`src/rtl/mmss_counter_pkg.sv`:
```
// mmss_counter_pkg: shared state encoding, field width and helpers for mmss_counter
//   W           : width of the min/sec fields (matches split_digits in[5:0])
//   MAX_VAL_DEF : default terminal value of both fields
//   state_e     : ST_IDLE, ST_RUN, ST_PAUSE, ST_DONE (2 bits)
//   sat()       : clamps a preload value to the terminal value
package mmss_counter_pkg;

    localparam int W           = 6;
    localparam int MAX_VAL_DEF = 59;

    typedef enum logic [1:0] {
        ST_IDLE  = 2'd0,
        ST_RUN   = 2'd1,
        ST_PAUSE = 2'd2,
        ST_DONE  = 2'd3
    } state_e;

    function automatic logic [W-1:0] sat(input logic [W-1:0] v, input logic [W-1:0] m);
        return (v > m) ? m : v;
    endfunction

endpackage

```
`src/rtl/mmss_counter_tick_gen.sv`:
```
// mmss_counter_tick_gen: prescaler producing one step pulse every TICK_DIV enabled cycles
//   clk_i  : clock, rising edge
//   rst_ni : synchronous active-low reset
//   en_i   : count enable (high while running)
//   zero_i : restart the prescaler from 0 (wins over en_i)
//   tick_o : high in the cycle the prescaler sits at TICK_DIV-1 while enabled
module mmss_counter_tick_gen #(
    parameter int TICK_DIV = 50_000_000
) (
    input  logic clk_i,
    input  logic rst_ni,
    input  logic en_i,
    input  logic zero_i,
    output logic tick_o
);

    localparam int            CW   = $clog2(TICK_DIV);
    localparam logic [CW-1:0] LAST = CW'(TICK_DIV - 1);

    logic [CW-1:0] cnt_q, cnt_d;

    assign tick_o = en_i && (cnt_q == LAST);

    always_comb cnt_d = zero_i ? '0 : !en_i ? cnt_q : tick_o ? '0 : cnt_q + 1'b1;

    always_ff @(posedge clk_i) begin
        if (!rst_ni) cnt_q <= '0;
        else         cnt_q <= cnt_d;
    end

endmodule

```
`src/rtl/mmss_counter.sv`:
```
// mmss_counter: minutes:seconds counter with run/pause/clear/load control
//   clk_i        : clock, rising edge
//   rst_ni       : synchronous active-low reset
//   start_i      : pulse, begin/resume counting
//   stop_i       : pulse, pause counting (wins over start_i)
//   clear_i      : pulse, zero the counts and return to idle (highest priority)
//   load_i       : pulse, preload load_min_i/load_sec_i when idle or paused
//   load_min_i   : minutes preload, saturated to MAX_VAL
//   load_sec_i   : seconds preload, saturated to MAX_VAL
//   dir_i        : 0 up, 1 down (only when MMSS_COUNTDOWN_EN is defined)
//   min_o, sec_o : binary counts 0..MAX_VAL
//   tick_o       : one-cycle pulse on each count step
//   running_o    : high while running
//   rollover_o   : one-cycle pulse together with the MAX:MAX -> 00:00 update
//   done_o       : high once a countdown reached 00:00
// Build option: define MMSS_COUNTDOWN_EN to enable down counting and the done state.
module mmss_counter
    import mmss_counter_pkg::*;
#(
    parameter int TICK_DIV = 50_000_000,
    parameter int MAX_VAL  = MAX_VAL_DEF
) (
    input  logic         clk_i,
    input  logic         rst_ni,
    input  logic         start_i,
    input  logic         stop_i,
    input  logic         clear_i,
    input  logic         load_i,
    input  logic [W-1:0] load_min_i,
    input  logic [W-1:0] load_sec_i,
    input  logic         dir_i,
    output logic [W-1:0] min_o,
    output logic [W-1:0] sec_o,
    output logic         tick_o,
    output logic         running_o,
    output logic         rollover_o,
    output logic         done_o
);

    localparam logic [W-1:0] MAXV = W'(MAX_VAL);

    state_e       state_q, state_d;
    logic [W-1:0] min_q, min_d, sec_q, sec_d;
    logic         roll_q, roll_d;
    logic         load_ok, go, en, zero, down, hit_zero, wrap;

`ifdef MMSS_COUNTDOWN_EN
    assign down = dir_i;
`else
    logic unused_dir;
    assign down       = 1'b0;
    assign unused_dir = dir_i;
`endif

    // A same-cycle load beats stop/start; stop beats start.
    always_comb begin
        load_ok  = load_i && !clear_i && (state_q == ST_IDLE || state_q == ST_PAUSE);
        go       = start_i && !stop_i && !clear_i && !load_ok;
        en       = rst_ni && !clear_i && (state_q == ST_RUN);
        zero     = clear_i || load_ok || (state_q == ST_IDLE && go);
        hit_zero = down && (min_q == '0) && (sec_q <= W'(1));
        wrap     = !down && (min_q == MAXV) && (sec_q == MAXV);
    end

    mmss_counter_tick_gen #(.TICK_DIV(TICK_DIV)) u_tick_gen (
        .clk_i  (clk_i),
        .rst_ni (rst_ni),
        .en_i   (en),
        .zero_i (zero),
        .tick_o (tick_o)
    );

    always_ff @(posedge clk_i) begin
        if (!rst_ni) state_q <= ST_IDLE;
        else         state_q <= state_d;
    end

    // Reaching 00:00 on a down step wins over a simultaneous stop.
    always_comb begin
        state_d = state_q;
        if (clear_i)                           state_d = ST_IDLE;
        else if (state_q == ST_RUN)            state_d = (tick_o && hit_zero) ? ST_DONE : stop_i ? ST_PAUSE : ST_RUN;
        else if (go && state_q != ST_DONE)     state_d = ST_RUN;
    end

    always_comb begin
        running_o = (state_q == ST_RUN);
`ifdef MMSS_COUNTDOWN_EN
        done_o    = (state_q == ST_DONE);
`else
        done_o    = 1'b0;
`endif
    end

    always_comb begin
        min_d  = min_q;
        sec_d  = sec_q;
        roll_d = 1'b0;
        if (clear_i) begin
            min_d = '0;
            sec_d = '0;
        end else if (load_ok) begin
            min_d = sat(load_min_i, MAXV);
            sec_d = sat(load_sec_i, MAXV);
        end else if (tick_o && down) begin
            min_d = hit_zero ? '0 : (sec_q == '0) ? min_q - 1'b1 : min_q;
            sec_d = hit_zero ? '0 : (sec_q == '0) ? MAXV : sec_q - 1'b1;
        end else if (tick_o) begin
            roll_d = wrap;
            sec_d  = (sec_q == MAXV) ? '0 : sec_q + 1'b1;
            min_d  = (sec_q != MAXV) ? min_q : (min_q == MAXV) ? '0 : min_q + 1'b1;
        end
    end

    always_ff @(posedge clk_i) begin
        if (!rst_ni) begin
            min_q  <= '0;
            sec_q  <= '0;
            roll_q <= 1'b0;
        end else begin
            min_q  <= min_d;
            sec_q  <= sec_d;
            roll_q <= roll_d;
        end
    end

    assign min_o      = min_q;
    assign sec_o      = sec_q;
    assign rollover_o = roll_q;

endmodule

```
`config.mk`:
```
export PLATFORM = sky130hd
export DESIGN_NAME = mmss_counter
export DESIGN_NICKNAME = d
export VERILOG_FILES = /design/src/rtl/mmss_counter_pkg.sv /design/src/rtl/mmss_counter_tick_gen.sv /design/src/rtl/mmss_counter.sv
export SDC_FILE = /design/constraint.sdc
export NUM_CORES = 1
export LEC_CHECK = 0
export CORE_ASPECT_RATIO = 1.25
export CORE_MARGIN = 1.5
export CORE_UTILIZATION = 54
export DETAILED_ROUTE_END_ITERATION = 10
export GPL_TIMING_DRIVEN = 0
export MAX_ROUTING_LAYER = met4
export PLACE_DENSITY = 0.8
export SYNTH_ARGS = -nofsm -noshare
export SYNTH_HDL_FRONTEND = slang
export SYNTH_SLANG_ARGS = --single-unit
```
`constraint.sdc`:
```
create_clock -name clk_i -period 2.8 [get_ports clk_i]
set_input_delay 0.56 -clock clk_i [delete_from_list [all_inputs] [get_ports clk_i]]
set_output_delay 0.56 -clock clk_i [all_outputs]
set_load 0.02 [all_outputs]
```
; After elaboration in Yosys (flattened, before gate mapping)
; Index checks and enable logic that the tools add are counted.
; W data, S select, Z words.
[word_totals]
input_bits = 19
ff_bits = 41
out_inout_bits = 16
elab_cells = 57
[classes]
bitwise = 2
order_cmp = 2
n_reduce_logical = 24
addsub = 3
muxes = 13
eq_ne = 8
[op_table]
columns = cell, count
row1 = $mux W6, 9
row2 = $add A26 B1 Y26 const B, 1
row3 = $eq A26 B26 Y1 const B, 1
row4 = $mux W26, 1
row5 = $add A6 B1 Y6 const B, 2
row6 = $eq A6 B6 Y1 const B, 2
row7 = $gt A6 B6 Y1 const B, 2
row8 = $logic_and A1 B1 Y1, 11
row9 = $mux W2, 3
row10 = $ne A6 B6 Y1 const B, 1
row11 = $ne A2 B2 Y1 const B, 2
row12 = $reduce_bool A2 Y1, 2
row13 = $reduce_or A2 Y1, 2
row14 = $reduce_or A4 Y1, 1
row15 = $logic_not A1 Y1, 3
row16 = $logic_or A1 B1 Y1, 3
row17 = $eq A2 B1 Y1 const B, 1
row18 = $eq A2 B2 Y1 const B, 1
row19 = $logic_not A2 Y1, 1
row20 = $not A1 Y1, 2
row21 = $reduce_and A2 Y1, 1

; Longest topological paths before layout
; Gate-level depths: netlist of the first run.
[logic_depth]
word_depth = 8
depth_mapped = 8

; By module
; From an unflattened synthesis of the first run, not the netlist that was laid out.
[unflattened]
hier_cells = 267
hier_area_um2 = 2192.1
[by_module_without_submodules]
columns = module, n_inst, seq_area_each_um2, cells_each, area_each_um2
row1 = mmss_counter_tick_gen, 1, 520.5, 152, 1255.0
row2 = mmss_counter, 1, 300.3, 115, 937.1

; Worst setup path after synthesis of the first run
; No wires, ideal clock.
[synth_timing]
path_type = input to register
startpoint = input port clear_i
endpoint = register u_tick_gen.cnt_q[25]
slack_ns = 0.524
setup_ns = 0.115
required_time_ns = 2.685
arrival_ns = 2.162
path_buffers = 2
stages = 7
cell_sequence = nand3b_1 -> or4_1 -> nor2_1 -> or2_1 -> buf_2 -> buf_4 -> nor2_1
[synth_between]
elab_cells_between_ends = 14
cone_classes = mux (1) / reduce/logical (13)
[synth_lines]
columns = element, line
row1 = "start, declared", mmss_counter.sv:27  ; input logic clear_i,
row2 = $logic_not A1 Y1, mmss_counter.sv:59  ; en = rst_ni && !clear_i && (state_q == ST_RUN);
row3 = $logic_and A1 B1 Y1 (2 in series), mmss_counter.sv:59
row4 = $logic_and A1 B1 Y1, mmss_counter_tick_gen.sv:22  ; assign tick_o = en_i && (cnt_q == LAST);
row5 = net tick_o, mmss_counter.sv:34  ; output logic tick_o,
row6 = $mux W26, mmss_counter_tick_gen.sv:24  ; always_comb cnt_d = zero_i ? '0 : !en_i ? cnt_q : tick_o ? '0 : cnt_q + 1'b1;
row7 = "end signal, assigned", mmss_counter_tick_gen.sv:28  ; else cnt_q <= cnt_d;
row8 = "end, declared", mmss_counter_tick_gen.sv:20  ; logic [CW-1:0] cnt_q, cnt_d;
; The timed path passes the listed nets, and every way through them passes these cells.
; A chain may end at the register's enable or synchronous reset.

; Worst setup path in the final report of the first run
[layout_timing]
startpoint = input port rst_ni
endpoint = output port tick_o
[layout_between]
elab_chain_len = 3
[layout_lines]
columns = element, line
row1 = "start, declared", mmss_counter.sv:24  ; input logic rst_ni,
row2 = $logic_and A1 B1 Y1 (2 in series), mmss_counter.sv:59
row3 = $logic_and A1 B1 Y1, mmss_counter_tick_gen.sv:22
row4 = "end, declared", mmss_counter.sv:34
; No other way between the ends.

==> flow_summary.json, run 1 <==
{
  "r2r-start": "u_tick_gen.cnt_q[0]",
  "die_h_um": 75.5,
  "std_cell_rows": 26,
  "drt_iter0_drc": 169,
  "synth_area_leaders": "dfxtp_1 (36%), xnor2_1 (8.9%), nor2_1 (6.3%)",
  "switchingPower_mw": 0.268,
  "synth.most_common_cell": "dfxtp_1",
  "post_route_cells_drive_above_1_share_pct": 8.15,
  "die_x_um": 61.0,
  "path_class": "input pin to output port",
  "intPower_mw": 0.806,
  "min_period_over_period_pct": 94.6,
  "path_buf_inv": 2,
  "ys.flop_type": "dfxtp_1",
  "p_clk_share_pct": 36.1,
  "tightest_slew_ps": 625,
  "yosys_warnings": 0,
  "grt_overflow": 0,
  "p_per_area_nw_per_um2": 390,
  "clock_sinks": 41,
  "ir_drop_mv": 0.271,
  "cts_made_buffers": 5,
  "clk_pin_slew_ps": 80,
  "ys_ff_latch": 41,
  "p_total_mw": 1.07,
  "io_buffers": 32,
  "grt_first_pass_wirelength_um": 8710,
  "final-setup-viol-count": 0,
  "synth_edf_count": 0,
  "cp_cell_sequence": "clkdlybuf4s50_1 > nand3b_1 > or4_4 > nor2_2 > buf_2",
  "fin_skew_ps": 9.17,
  "pre_cts_slack_ps": -594,
  "drt_first_pass_iters": 4,
  "pwr-share-seq_pct": 55.4,
  "worst_path_largest_cell_delay_ps": 560,
  "combPwrFrac_pct": 8.5,
  "syn_area_um2": 2270,
  "critical_path_required_ps": 2240,
  "cp_top_family": "simple AND/OR/NAND/NOR gates",
  "synth.avg_cell_area_um2": 8.16,
  "drc": 0,
  "r2r_cells": 8,
  "clock_latency_ps": 300,
  "start_util_pct": 55.8,
  "fp.coreArea_um2": 4070,
  "tritoncts": "done",
  "grt_pass1_vias": 2050,
  "grt_start_max_net_pins": 14,
  "period_needed_ps": 2650,
  "syn-num-nets": 300,
  "drt-met1-wl_um": 2360,
  "fmax_mhz": 378,
  "area_delta_synth_final_pct": 21.5,
  "synth_commonest_cells": "dfxtp_1 (41), nor2_1 (38), nand3_1 (25)",
  "setup_slack_ps": 152,
  "via_per_inst": 5.74,
  "cts_hold_buf": 0,
  "final_max_slew_viol_count": 0,
  "ys_types": 50,
  "fin_nets": 340,
  "hp-start": "u_tick_gen.cnt_q[1]",
  "clock-root-buffer": "clkbuf_8",
  "globalplace.congestion": 0.918,
  "p_leak_nw": 0.854,
  "yosysTopAreaCellShare_pct": 36.2,
  "yosysTopAreaCell": "dfxtp_1",
  "h-tree-depth": 2,
  "min_to": "u_tick_gen.cnt_q[1]",
  "ff2ff_setup_slack_ps": 540,
  "highest_layer": "met4",
  "wl_met3_um": 198,
  "hold_viol": 0,
  "grt_antenna_before_repair": 0,
  "route.met2.wl_um": 2620,
  "cts_buffer_depth": 2,
  "die-area_um2": 4600,
  "wl_per_cell_um": 14.1,
  "io_pins": 35,
  "swShare_pct": 25.0,
  "status": "finished clean",
  "critPathMaxFanout": 4,
  "via_count": 2152,
  "drtAntennaViolNets": 0,
  "arrival_ps": 2090,
  "holdPathStages": 2,
  "drv_cap": 0,
  "start_kind": "input pin",
  "drt_wl_total_um": 5290,
  "worst_path_max_delay_cell": "or4_4",
  "insertedDiodeCount": 0,
  "reg2reg_to": "min_o[3]",
  "grt_usage_pct": 26.1,
  "async_flop_share_pct": 0,
  "critPathCaptureType": "output port",
  "slew_headroom_pct": 58.2,
  "hpwl_um": 3850,
  "num-fill-cells": 344,
  "syn_inst": 278,
  "min_path_type": "register to register",
  "rsz0062_at_grt": "false",
  "seq_area_frac_synth_pct": 36.2
}
tightest hold or removal path: stages (launching register included):
cell	delay, ps
dfxtp_1	350
nand2_1	60
a21oi_1	50
per-stage QoR:
stage / setup TNS, ps / utilization [%] / hold WS (ps) / cells / instance area [um2]
floorplan: 0 / - / 462 / 278 / 2270
global placement: -1060 / 65.4 / 477 / 366 / 2660
detailed placement: -1140 / 65.4 / 489 / 366 / 2660
CTS: 0 / 67.7 / 503 / 375 / 2750
global route: 0 / 67.8 / 536 / 375 / 2760
finish: 0 / 67.8 / 504 / 375 / 2760
logic make-up (layout without fill, tap and decap cells):
| kind of cell | after synthesis | count (layout) | share of synthesized area [%] |
|---|---|---|---|
| AND/OR/NAND/NOR | 149 | 149 | 36.9 |
| other | 1 | 1 | 0.165 |
| AO/OA/AOI/OAI | 36 | 36 | 10.3 |
| buffers and inverters | 22 | 63 | 4.74 |
| flip-flops | 41 | 41 | 36.2 |
| adder cells (fa/ha/maj) | 3 | 3 | 1.65 |
| XOR/XNOR | 26 | 26 | 10.0 |
layout by cell type (no fill, tap or decap), drive strengths merged, types with 3 or more instances in the layout:
cell           count
ha                 3
dfxtp             41
or4                3
inv                8
nand4             11
clkbuf            12
nand2             19
xor2               3
and4               6
xnor2             23
nor2b              3
a21oi             11
nand3             25
nor3              17
nor2              38
nand2b             4
clkdlybuf4s50     30
buf                9
o21ai              8
nor4               9
timing repair:
action                     in CTS  in global routing
setup endpoints to repair       1                  1
gates resized for setup         6                  1
buffers inserted                1                  0
worst max path at each step:
stage | depth (start not counted) | slack, ps | startpoint | endpoint
finish | 5 | 150 | rst_ni | tick_o
global route | 5 | 40 | rst_ni | tick_o
floorplan | 7 | 520 | clear_i | u_tick_gen.cnt_q[25]
CTS | 5 | 50 | clear_i | tick_o
global placement | 5 | -600 | clear_i | tick_o
detailed placement | 5 | -590 | clear_i | tick_o
cell type report:
type                    instances  area (um2)  area share [%]
multi-input cells             215        1350            48.8
flip-flops and latches         41         821            29.8
repair buffers                 33         325            11.8
plain buffers                  14        77.6            2.81
well taps                      56        70.1            2.54
clock buffers                   5        68.8            2.50
inverters                       8        30.0            1.09
clock inverters                 3        17.5           0.635
layer usage:
| metal | GRT usage (%) | vias to the layer above |
|---|---|---|
| met5 | - | - |
| met4 | 13.3 | 0 |
| met3 | 6.28 | 10 |
| met2 | 43.5 | 48 |
| met1 | 28.7 | 1011 |
| li1 | - | 1083 |
state kept, by name, indices dropped and copies added (netlist names):
name / count
state_q: 2
u_tick_gen.cnt_q: 26
rollover_o: 1
min_o: 6
sec_o: 6
power groups by stage:
stage               registers (mW)  clock network [mW]  logic, mW
finish                       0.595               0.388     0.0915
global route                 0.596               0.414      0.101
floorplan                    0.613                   0     0.0373
detailed placement           0.608                   0     0.0911
CTS                          0.595               0.394     0.0914
global placement             0.608                   0     0.0904
Note: power is estimated with default switching activity, not from simulation.
==> run 2: changes to the inputs <==
--- a/config.mk
+++ b/config.mk
@@ -9,6 +9,7 @@
 export CORE_MARGIN = 1.5
 export CORE_UTILIZATION = 54
 export DETAILED_ROUTE_END_ITERATION = 10
+export GPL_ROUTABILITY_DRIVEN = 0
 export GPL_TIMING_DRIVEN = 0
 export MAX_ROUTING_LAYER = met4
 export PLACE_DENSITY = 0.8
==> results of run 2 <==
The final DEF is identical to that of run 1; final timing and power are the same.
